$ cat src/rtl/ps2_pkg.sv
// ps2_pkg -- definitions shared by the PS/2 host transmit and receive sides.
//   ps2_state_e       : host-to-device transmit state encoding
//   PS2_*             : default timing constants in 7 MHz clock-enable ticks
//   ps2_max3()        : largest of three values, used to size the shared timer
package ps2_pkg;

    typedef enum logic [2:0] {
        IDLE,
        INHIBIT,
        REQUEST,
        SHIFT,
        ACK,
        WAIT_IDLE
    } ps2_state_e;

    localparam int PS2_INHIBIT_TICKS  = 784;     // 112 us clock inhibit
    localparam int PS2_START_TIMEOUT  = 105000;  // 15 ms until first device clock
    localparam int PS2_XFER_TIMEOUT   = 14000;   // 2 ms from first clock to ACK

    function automatic int ps2_max3(input int a, input int b, input int c);
        int m;
        m = (a > b) ? a : b;
        return (m > c) ? m : c;
    endfunction

endpackage

$ cat src/rtl/ps2_sync.sv
// ps2_sync -- brings the asynchronous PS/2 clock and data lines into clk_sys
// and detects falling edges of the synchronized clock line.
//   clk_sys  : system clock
//   reset    : synchronous active-high reset (synchronizers reset to 1 = idle bus)
//   ps2_clk  : raw PS/2 clock line
//   ps2_data : raw PS/2 data line
//   clk_s    : synchronized clock line
//   data_s   : synchronized data line
//   clk_fall : one-cycle strobe on a high-to-low transition of clk_s
module ps2_sync
    import ps2_pkg::*;
(
    input  logic clk_sys,
    input  logic reset,
    input  logic ps2_clk,
    input  logic ps2_data,
    output logic clk_s,
    output logic data_s,
    output logic clk_fall
);

    logic [1:0] raw_w;
    logic [1:0] sync_w;
    logic       clk_prev_q;

    assign raw_w = {ps2_data, ps2_clk};

    // Two-flop synchronizer per line; index 0 = clock, 1 = data.
    genvar gi;
    generate
        for (gi = 0; gi < 2; gi++) begin : g_sync
            logic meta_q;
            logic sync_q;
            always_ff @(posedge clk_sys) begin
                if (reset) begin
                    meta_q <= 1'b1;
                    sync_q <= 1'b1;
                end else begin
                    meta_q <= raw_w[gi];
                    sync_q <= meta_q;
                end
            end
            assign sync_w[gi] = sync_q;
        end
    endgenerate

    always_ff @(posedge clk_sys) begin
        if (reset) begin
            clk_prev_q <= 1'b1;
        end else begin
            clk_prev_q <= sync_w[0];
        end
    end

    assign clk_s    = sync_w[0];
    assign data_s   = sync_w[1];
    assign clk_fall = clk_prev_q & ~sync_w[0];

endmodule

$ cat src/rtl/ps2_host_tx.sv
// ps2_host_tx -- sends one command byte from host to a PS/2 device.
//   clk_sys / reset         : system clock, synchronous active-high reset
//   ce_7mp                  : 7 MHz enable, timebase of every timer
//   ps2_mouse_clk/_data     : sensed bus lines (asynchronous)
//   ps2_clk_oe/ps2_data_oe  : 1 = pull the line low, 0 = release
//   tx_data / tx_start      : byte and one-cycle request (accepted only in IDLE)
//   busy                    : high from accepted request until back in IDLE
//   done / error            : one-cycle result pulses (ACK / missing ACK or timeout)
module ps2_host_tx
    import ps2_pkg::*;
#(
    parameter int INHIBIT_TICKS = PS2_INHIBIT_TICKS,
    parameter int START_TIMEOUT = PS2_START_TIMEOUT,
    parameter int XFER_TIMEOUT  = PS2_XFER_TIMEOUT
) (
    input  logic       clk_sys,
    input  logic       reset,
    input  logic       ce_7mp,
    input  logic       ps2_mouse_clk,
    input  logic       ps2_mouse_data,
    output logic       ps2_clk_oe,
    output logic       ps2_data_oe,
    input  logic [7:0] tx_data,
    input  logic       tx_start,
    output logic       busy,
    output logic       done,
    output logic       error
);

    localparam int TIMER_MAX = ps2_max3(INHIBIT_TICKS, START_TIMEOUT, XFER_TIMEOUT);
    localparam int TW        = $clog2(TIMER_MAX + 1);

    localparam logic [TW-1:0] INHIBIT_LIM = TW'(INHIBIT_TICKS);
    localparam logic [TW-1:0] START_LIM   = TW'(START_TIMEOUT);
    localparam logic [TW-1:0] XFER_LIM    = TW'(XFER_TIMEOUT);

    logic clk_s, data_s, clk_fall;

    ps2_sync u_sync (
        .clk_sys  (clk_sys),
        .reset    (reset),
        .ps2_clk  (ps2_mouse_clk),
        .ps2_data (ps2_mouse_data),
        .clk_s    (clk_s),
        .data_s   (data_s),
        .clk_fall (clk_fall)
    );

    ps2_state_e    state_q, state_d;
    logic [TW-1:0] timer_q, timer_d;
    logic [8:0]    frame_q, frame_d;     // {parity, data}
    logic [3:0]    bit_cnt_q, bit_cnt_d;
    logic          clk_oe_q, clk_oe_d;
    logic          data_oe_q, data_oe_d;
    logic          done_q, done_d;
    logic          error_q, error_d;

    logic [TW-1:0] timer_lim;
    logic          timed;
    logic          tick_up;
    logic          last_tick;

    always_ff @(posedge clk_sys) begin
        if (reset) begin
            state_q   <= IDLE;
            timer_q   <= '0;
            frame_q   <= '0;
            bit_cnt_q <= '0;
            clk_oe_q  <= 1'b0;
            data_oe_q <= 1'b0;
            done_q    <= 1'b0;
            error_q   <= 1'b0;
        end else begin
            state_q   <= state_d;
            timer_q   <= timer_d;
            frame_q   <= frame_d;
            bit_cnt_q <= bit_cnt_d;
            clk_oe_q  <= clk_oe_d;
            data_oe_q <= data_oe_d;
            done_q    <= done_d;
            error_q   <= error_d;
        end
    end

    // The one timer is reused per state against that state's limit.
    always_comb begin
        timer_lim = '0;
        timed     = 1'b1;
        case (state_q)
            INHIBIT:    timer_lim = INHIBIT_LIM;
            REQUEST:    timer_lim = START_LIM;
            SHIFT, ACK: timer_lim = XFER_LIM;
            default:    timed     = 1'b0;
        endcase
    end

    assign tick_up   = timed && ce_7mp && (timer_q != timer_lim);
    // Acting on the tick that reaches the limit makes the reaction land
    // exactly N ticks after the timer was cleared.
    assign last_tick = tick_up && ((timer_q + TW'(1)) == timer_lim);

    always_comb begin
        state_d   = state_q;
        timer_d   = timer_q;
        frame_d   = frame_q;
        bit_cnt_d = bit_cnt_q;
        clk_oe_d  = clk_oe_q;
        data_oe_d = data_oe_q;
        done_d    = 1'b0;
        error_d   = 1'b0;

        if (tick_up) begin
            timer_d = timer_q + TW'(1);
        end

        case (state_q)
            IDLE: begin
                timer_d = '0;
                if (tx_start) begin
                    frame_d  = {~^tx_data, tx_data};
                    clk_oe_d = 1'b1;
                    state_d  = INHIBIT;
                end
            end
            INHIBIT: begin
                // Start bit goes down first; the clock is released one cycle later.
                if (data_oe_q) begin
                    clk_oe_d = 1'b0;
                    timer_d  = '0;
                    state_d  = REQUEST;
                end else if (last_tick || timer_q == INHIBIT_LIM) begin
                    data_oe_d = 1'b1;
                end
            end
            REQUEST: begin
                if (last_tick) begin
                    clk_oe_d  = 1'b0;
                    data_oe_d = 1'b0;
                    error_d   = 1'b1;
                    state_d   = WAIT_IDLE;
                end else if (clk_fall) begin
                    data_oe_d = ~frame_q[0];
                    bit_cnt_d = 4'd1;
                    timer_d   = '0;
                    state_d   = SHIFT;
                end
            end
            SHIFT: begin
                if (last_tick) begin
                    clk_oe_d  = 1'b0;
                    data_oe_d = 1'b0;
                    error_d   = 1'b1;
                    state_d   = WAIT_IDLE;
                end else if (clk_fall) begin
                    if (bit_cnt_q == 4'd9) begin
                        data_oe_d = 1'b0;        // stop bit: release data
                        state_d   = ACK;
                    end else begin
                        data_oe_d = ~frame_q[bit_cnt_q];
                        bit_cnt_d = bit_cnt_q + 4'd1;
                    end
                end
            end
            ACK: begin
                if (last_tick) begin
                    clk_oe_d  = 1'b0;
                    data_oe_d = 1'b0;
                    error_d   = 1'b1;
                    state_d   = WAIT_IDLE;
                end else if (clk_fall) begin
                    done_d  = ~data_s;
                    error_d = data_s;
                    state_d = WAIT_IDLE;
                end
            end
            WAIT_IDLE: begin
                clk_oe_d  = 1'b0;
                data_oe_d = 1'b0;
                timer_d   = '0;
                if (clk_s && data_s) begin
                    state_d = IDLE;
                end
            end
            default: begin
                clk_oe_d  = 1'b0;
                data_oe_d = 1'b0;
                state_d   = IDLE;
            end
        endcase
    end

    assign ps2_clk_oe  = clk_oe_q;
    assign ps2_data_oe = data_oe_q;
    assign busy        = (state_q != IDLE);
    assign done        = done_q;
    assign error       = error_q;

endmodule

$ cat config.mk
export PLATFORM = sky130hd
export DESIGN_NAME = ps2_host_tx
export DESIGN_NICKNAME = d
export VERILOG_FILES = /design/src/rtl/ps2_pkg.sv /design/src/rtl/ps2_sync.sv /design/src/rtl/ps2_host_tx.sv
export SDC_FILE = /design/constraint.sdc
export NUM_CORES = 1
export LEC_CHECK = 0
export ABC_AREA = 1
export BUFFER_PORTS_ARGS = -buffer_cell sky130_fd_sc_hd__buf_4
export CAP_MARGIN = 20
export CORE_ASPECT_RATIO = 0.5
export CORE_MARGIN = 3
export CORE_UTILIZATION = 25
export CTS_CLUSTER_DIAMETER = 120
export CTS_CLUSTER_SIZE = 12
export DETAILED_ROUTE_END_ITERATION = 16
export SYNTH_ARGS = -nofsm -noshare
export SYNTH_HDL_FRONTEND = slang
export SYNTH_SLANG_ARGS = --single-unit
$ cat constraint.sdc
create_clock -name clk_sys -period 3.05 [get_ports clk_sys]
set_input_delay 0.61 -clock clk_sys [delete_from_list [all_inputs] [get_ports clk_sys]]
set_output_delay 0.61 -clock clk_sys [all_outputs]
set_load 0.01 [all_outputs]
Word-level counts from Yosys, hierarchy flattened
Index checks and enable logic that the tools add are counted.

word-level totals
  word-level logic and storage cells = 109
  output and inout port bits = 5
  bits in registers = 42
  input bits = 14

cells by class
  reductions and logical operators = 20
  equal/unequal tests = 23
  $lt $le $gt $ge = 1
  mux-type cells = 42
  bitwise logic cells = 8
  add/subtract/negate cells = 2

operators by type and width
  operator                                                                      count
  17-bit one-hot mux with 3 select lines                                        2
  17-bit two-way mux                                                            4
  3-bit two-way mux                                                             10
  4-bit two-way mux                                                             5
  2-bit != test, second input constant                                          9
  3-bit one-hot mux with 6 select lines                                         1
  17-bit by 1-bit adder with 17-bit output, second input constant               1
  17-bit by 10-bit equality test with 1-bit output, second input constant       1
  17-bit equality test                                                          1
  17-bit != test                                                                1
  1-bit two-way mux                                                             15
  3-bit != test, second input constant                                          4
  4-bit one-hot mux with 2 select lines                                         1
  4-bit OR reduction                                                            2
  8-bit XNOR reduction                                                          1
  1-bit NOT                                                                     7
  7-bit AND reduction                                                           1
  3-bit by 2-bit equality test with 1-bit output, second input constant         2
  3-bit equality test, second input constant                                    2
  6-bit AND reduction                                                           1
  2-bit OR reduction                                                            3
  4-bit by 5-bit less-than comparator with 1-bit output, second input constant  1
  1-bit one-hot mux with 5 select lines                                         1
  4-bit by 1-bit adder with 4-bit output, second input constant                 1
  other kinds (16)                                                              19

Logic depth before layout (Yosys ltp)
  depth in word-level cells = 10
  mapped depth = 20
  mapped depth without buffers = 18

Cells and area by module
Synthesis repeated with hierarchy kept, for this count alone.

second synthesis, totals
  cells, all modules = 459
  area total of the unflattened synthesis = 2942.8 µm²

by module, submodules not included
  module       cells an instance  sequential area each (µm²)  times used  area an instance (µm²)
  ps2_host_tx  441                740.7                       1           2793.9
  ps2_sync     18                 100.1                       1           148.9

Worst setup path after synthesis
No wires, ideal clock.

  path type = register -> register
  from = register timer_q[0]
  to = register timer_q[4]
  cell stages (with the launch flop) = 17
  path buffers = 1
  setup time = 0.062 ns
  path slack = 0.927 ns
  data required time = 2.988 ns
  arrival = 2.060 ns
  cell sequence = dfxtp_1 -> ha_1 -> nand2_1 -> nor2_2 -> nand2_2 -> nor2_4 -> nand2_1 -> nand3_1 -> nand4_1 -> nor2_4 -> nand3_4 -> nor2_4 -> nand2_2 -> nand2_4 -> nand2_4 -> buf_6 -> nor2_2

between the ends
  word-level cells in the longest chain between the ends = 6
  elaborated cells between the ends (all ways) = 10
  classes of those cells = 1 x add/sub; 2 x eq/ne; 5 x mux; 2 x reduce/logical

RTL lines
  what                                                                              line                RTL
  start, declared                                                                   ps2_host_tx.sv:50   logic [TW-1:0] timer_q, timer_d;
  start signal, assigned                                                            ps2_host_tx.sv:75   timer_q <= timer_d;
  branches (longest 5 deep; another with 17-bit by 1-bit adder with 17-bit output)  -
  17-bit one-hot mux with 3 select lines (*)                                        ps2_host_tx.sv:116  case (state_q)

Every way passes the cells marked *.
A chain may end at the register's enable or synchronous reset.

Final worst setup path
  from = register state_q[1]
  to = register timer_q[6]

between the ends
  word-level cells in the longest chain between the ends = 9
  elaborated cells between the ends (all ways) = 21
  classes of those cells = 7 x eq/ne; 7 x mux; 7 x reduce/logical

RTL lines
  what                                                                         line                RTL
  start, declared                                                              ps2_host_tx.sv:49   ps2_state_e state_q, state_d;
  start signal, assigned                                                       ps2_host_tx.sv:74   state_q <= state_d;
  3-bit equality test, or another cell as far along                            ps2_host_tx.sv:89   case (state_q)
  2-bit OR reduction or 4-bit OR reduction (tied branches)                     -
  17-bit one-hot mux with 3 select lines or 1-bit two-way mux (tied branches)  ps2_host_tx.sv:89
  17-bit != test or 1-bit logical AND (tied branches)                          ps2_host_tx.sv:97   assign tick_up = timed && ce_7mp && (timer_q != timer_lim);
  1-bit logical AND                                                            ps2_host_tx.sv:97
  17-bit two-way mux                                                           ps2_host_tx.sv:112  if (tick_up) begin
  17-bit two-way mux                                                           ps2_host_tx.sv:141  end else if (clk_fall) begin
  17-bit two-way mux                                                           ps2_host_tx.sv:136  if (last_tick) begin
  17-bit one-hot mux with 3 select lines (*)                                   ps2_host_tx.sv:116

Every way passes the cells marked *; elsewhere a longest branch is shown, timed or not.

==> flow_metrics.py <==
metrics = {
    "critical_path": {
        "cp.arrival_ns": 2.90,
        "startpoint": "state_q[1]",
        "regToRegSetupSlack_ns": 0.39,
        "cp_max_fo": 9,
        "r2r_start": "state_q[1]",
        "worst_ep_required_time_ns": 3.29,
        "worst_setup_path_end_kind": "register",
        "r2r_cells": 16,
        "critical_path_class": "register to register",
        "crit_path_start_kind": "register",
        "regToRegEndpoint": "timer_q[6]",
        "crit_end": "timer_q[6]",
    },
    "cells_and_area": {
        "final_common_cell": "nand2_1",
        "nets": 540,
        "layout_common_cells": "nand2_1, inv_1, nor2_1",
        "final_core_util_pct": 30.0,
        "area_growth_syn_to_layout_pct": 15.1,
        "layout-drive-gt1-share_pct": 16.1,
        "n_antenna_cell": 0,
    },
    "clock_tree": {
        "clock_path_buffers": 2,
        "cts_hold_buf": 0,
        "cts.sinks": 42,
        "cts_root_buffer": "clkbuf_16",
        "cts-resized-gates": 0,
        "clock_latency_ns": 0.29,
        "cts_buffers": 5,
        "cts_max_level": 2,
        "cts_tree": "built",
        "cts_setup_buffers": 0,
        "clk_pin_slew_ns": 0.06,
    },
    "yosys": {
        "avgSynthCellArea_um2": 6.25,
        "syn_inst": 502,
        "async_reset_ff_share_pct": 0,
        "syn_area_um2": 3140,
        "yosysSeqAreaShare_pct": 26.8,
        "ys.flop_type": "dfxtp_1",
        "synth-edff-count": 0,
        "synth.distinct_cells": 35,
        "synth_seq_cells": 42,
        "synthesis.nets": 521,
        "synth_warnings": 0,
    },
    "drt": {
        "wirelength_um": 9140,
        "dr.pass1.iters": 5,
        "ant_nets": 0,
        "viasPerCell": 4.57,
        "drc": 0,
        "vias": 3143,
        "drtIter0Drc": 213,
        "avgRoutedWirePerCell_um": 13.3,
    },
    "sta": {
        "relSlewSlack_pct": 65.3,
        "finalSetupViolations": 0,
        "rsz0062_at_grt": "false",
        "period_minus_slack_ns": 2.66,
        "finalHoldViolCount": 0,
        "clock-skew-final_ns": 0.00500,
        "fin_crit_sh_pct": 87.4,
        "maxSlewViolCount": 0,
        "holdWs_ns": 0.411,
        "clock.fmax_mhz": 375,
        "tns_ns": 0,
        "tightest_slew_ns": 0.520,
    },
    "floorplan": {
        "core-area_um2": 12000,
        "ios": 19,
        "placementRows": 28,
        "die_h_um": 85.2,
        "die_w_um": 164,
        "die-area_um2": 14000,
        "start_util_pct": 26.1,
    },
    "global_routing": {
        "grt_pass1_vias": 2982,
        "grt_usage_pct": 13.7,
        "grt_max_degree": 24,
        "antenna_found_initial": 0,
        "grt_pass1_wl_um": 14800,
        "overflow": 0,
    },
    "flow_run": {
        "maxCapViolations": 0,
    },
    "placement": {
        "place_congestion": 0.956,
        "port_buffers": 18,
        "dp_hpwl_um": 7130,
    },
    "power": {
        "power_density_nw_per_um2": 833,
        "leakagePower_nw": 1.68,
        "vdd_drop_max_mv": 0.361,
    },
    "worst_hold_path": {
        "hp-class": "register to register",
    },
    "status": {
        "status": "completed",
    },
}
how the worst min path moves through the flow:
stage | startpoint | end | slack, ns | depth (start not counted)
after floorplan | u_sync.g_sync[0].meta_q | u_sync.clk_s | 0.39 | 1
after global placement | u_sync.g_sync[0].meta_q | u_sync.clk_s | 0.40 | 1
after detailed placement | u_sync.g_sync[0].meta_q | u_sync.clk_s | 0.40 | 1
after CTS | u_sync.g_sync[0].meta_q | u_sync.clk_s | 0.41 | 1
after global routing | u_sync.g_sync[0].meta_q | u_sync.clk_s | 0.43 | 1
final | u_sync.g_sync[0].meta_q | u_sync.clk_s | 0.41 | 1
report_power, final:
part           internal [mW]  switching (mW)  total [mW]
combinational          0.520            1.08        1.60
clock                  0.387           0.232       0.619
sequential             0.657           0.130       0.786
sequential cells by signal (all words and copies together) (netlist names):
name / flops
timer_q: 17
u_sync.clk_s: 1
ps2_clk_oe: 1
u_sync.data_s: 1
done: 1
u_sync.g_sync.meta_q: 2
u_sync.clk_prev_q: 1
bit_cnt_q: 4
ps2_data_oe: 1
error: 1
frame_q: 9
state_q: 3
routing by layer:
layer	share of wire, %	vias up	GRT usage, %
met2	41	95	20.3
met5	0	-	0
met4	4.8	0	7.46
met3	6.2	28	3.12
li1	-	1640	-
met1	48	1380	18.4
logic make-up after synthesis:
| logic type | Yosys count | share of synthesized area (%) |
|---|---|---|
| AO/OA/AOI/OAI | 66 | 11.6 |
| XOR/XNOR | 13 | 3.63 |
| adder cells (fa/ha/maj) | 5 | 1.99 |
| buffers and inverters | 80 | 10.6 |
| flip-flops | 42 | 26.8 |
| AND/OR/NAND/NOR | 296 | 45.4 |
stage by stage:
step	setup slack (ns)	power, mW	area (um2)	instances
after floorplan	0.927	1.99	3140	502
after global placement	0.460	2.39	3440	679
after detailed placement	0.441	2.37	3440	679
after CTS	0.425	3.00	3610	687
after global routing	0.148	3.27	3610	687
final	0.386	3.01	3610	687
layout make-up:
type,count,area [um2]
clock buffer,6,129
timing repair buffer,22,165
clock inverter,2,37.5
inverter,70,268
fill,1311,8410
multi-input combinational,380,1960
sequential,42,841
tap,165,206
cells in the mapped netlist (7+ instances only):
| library cell | number | area share (%) |
|---|---|---|
| a21oi_1 | 21 | 3.4 |
| dfxtp_1 | 42 | 27 |
| inv_1 | 58 | 6.9 |
| inv_2 | 8 | 0.96 |
| nand2_1 | 139 | 17 |
| nand2_2 | 10 | 2.0 |
| nand3_1 | 40 | 6.4 |
| nand4_1 | 14 | 2.8 |
| nor2_1 | 56 | 6.7 |
| nor2_2 | 12 | 2.4 |
| nor2_4 | 8 | 2.9 |
| o21ai_0 | 34 | 5.4 |
| xor2_1 | 7 | 2.0 |
worst max-delay path: stages (launching register included):
cell,delay [ns]
dfxtp_1,0.62
nand3_4,0.24
inv_4,0.18
nand2_1,0.08
nand2_2,0.08
nand3_1,0.07
nand2_1,0.09
nand2_1,0.05
nor2_1,0.12
nand2_1,0.10
nor2_4,0.12
nand3_4,0.13
nor2_4,0.12
nand2_2,0.08
a21oi_1,0.32
nand3_1,0.13
inv_1,0.07
Note: power is estimated with default switching activity, not from simulation.
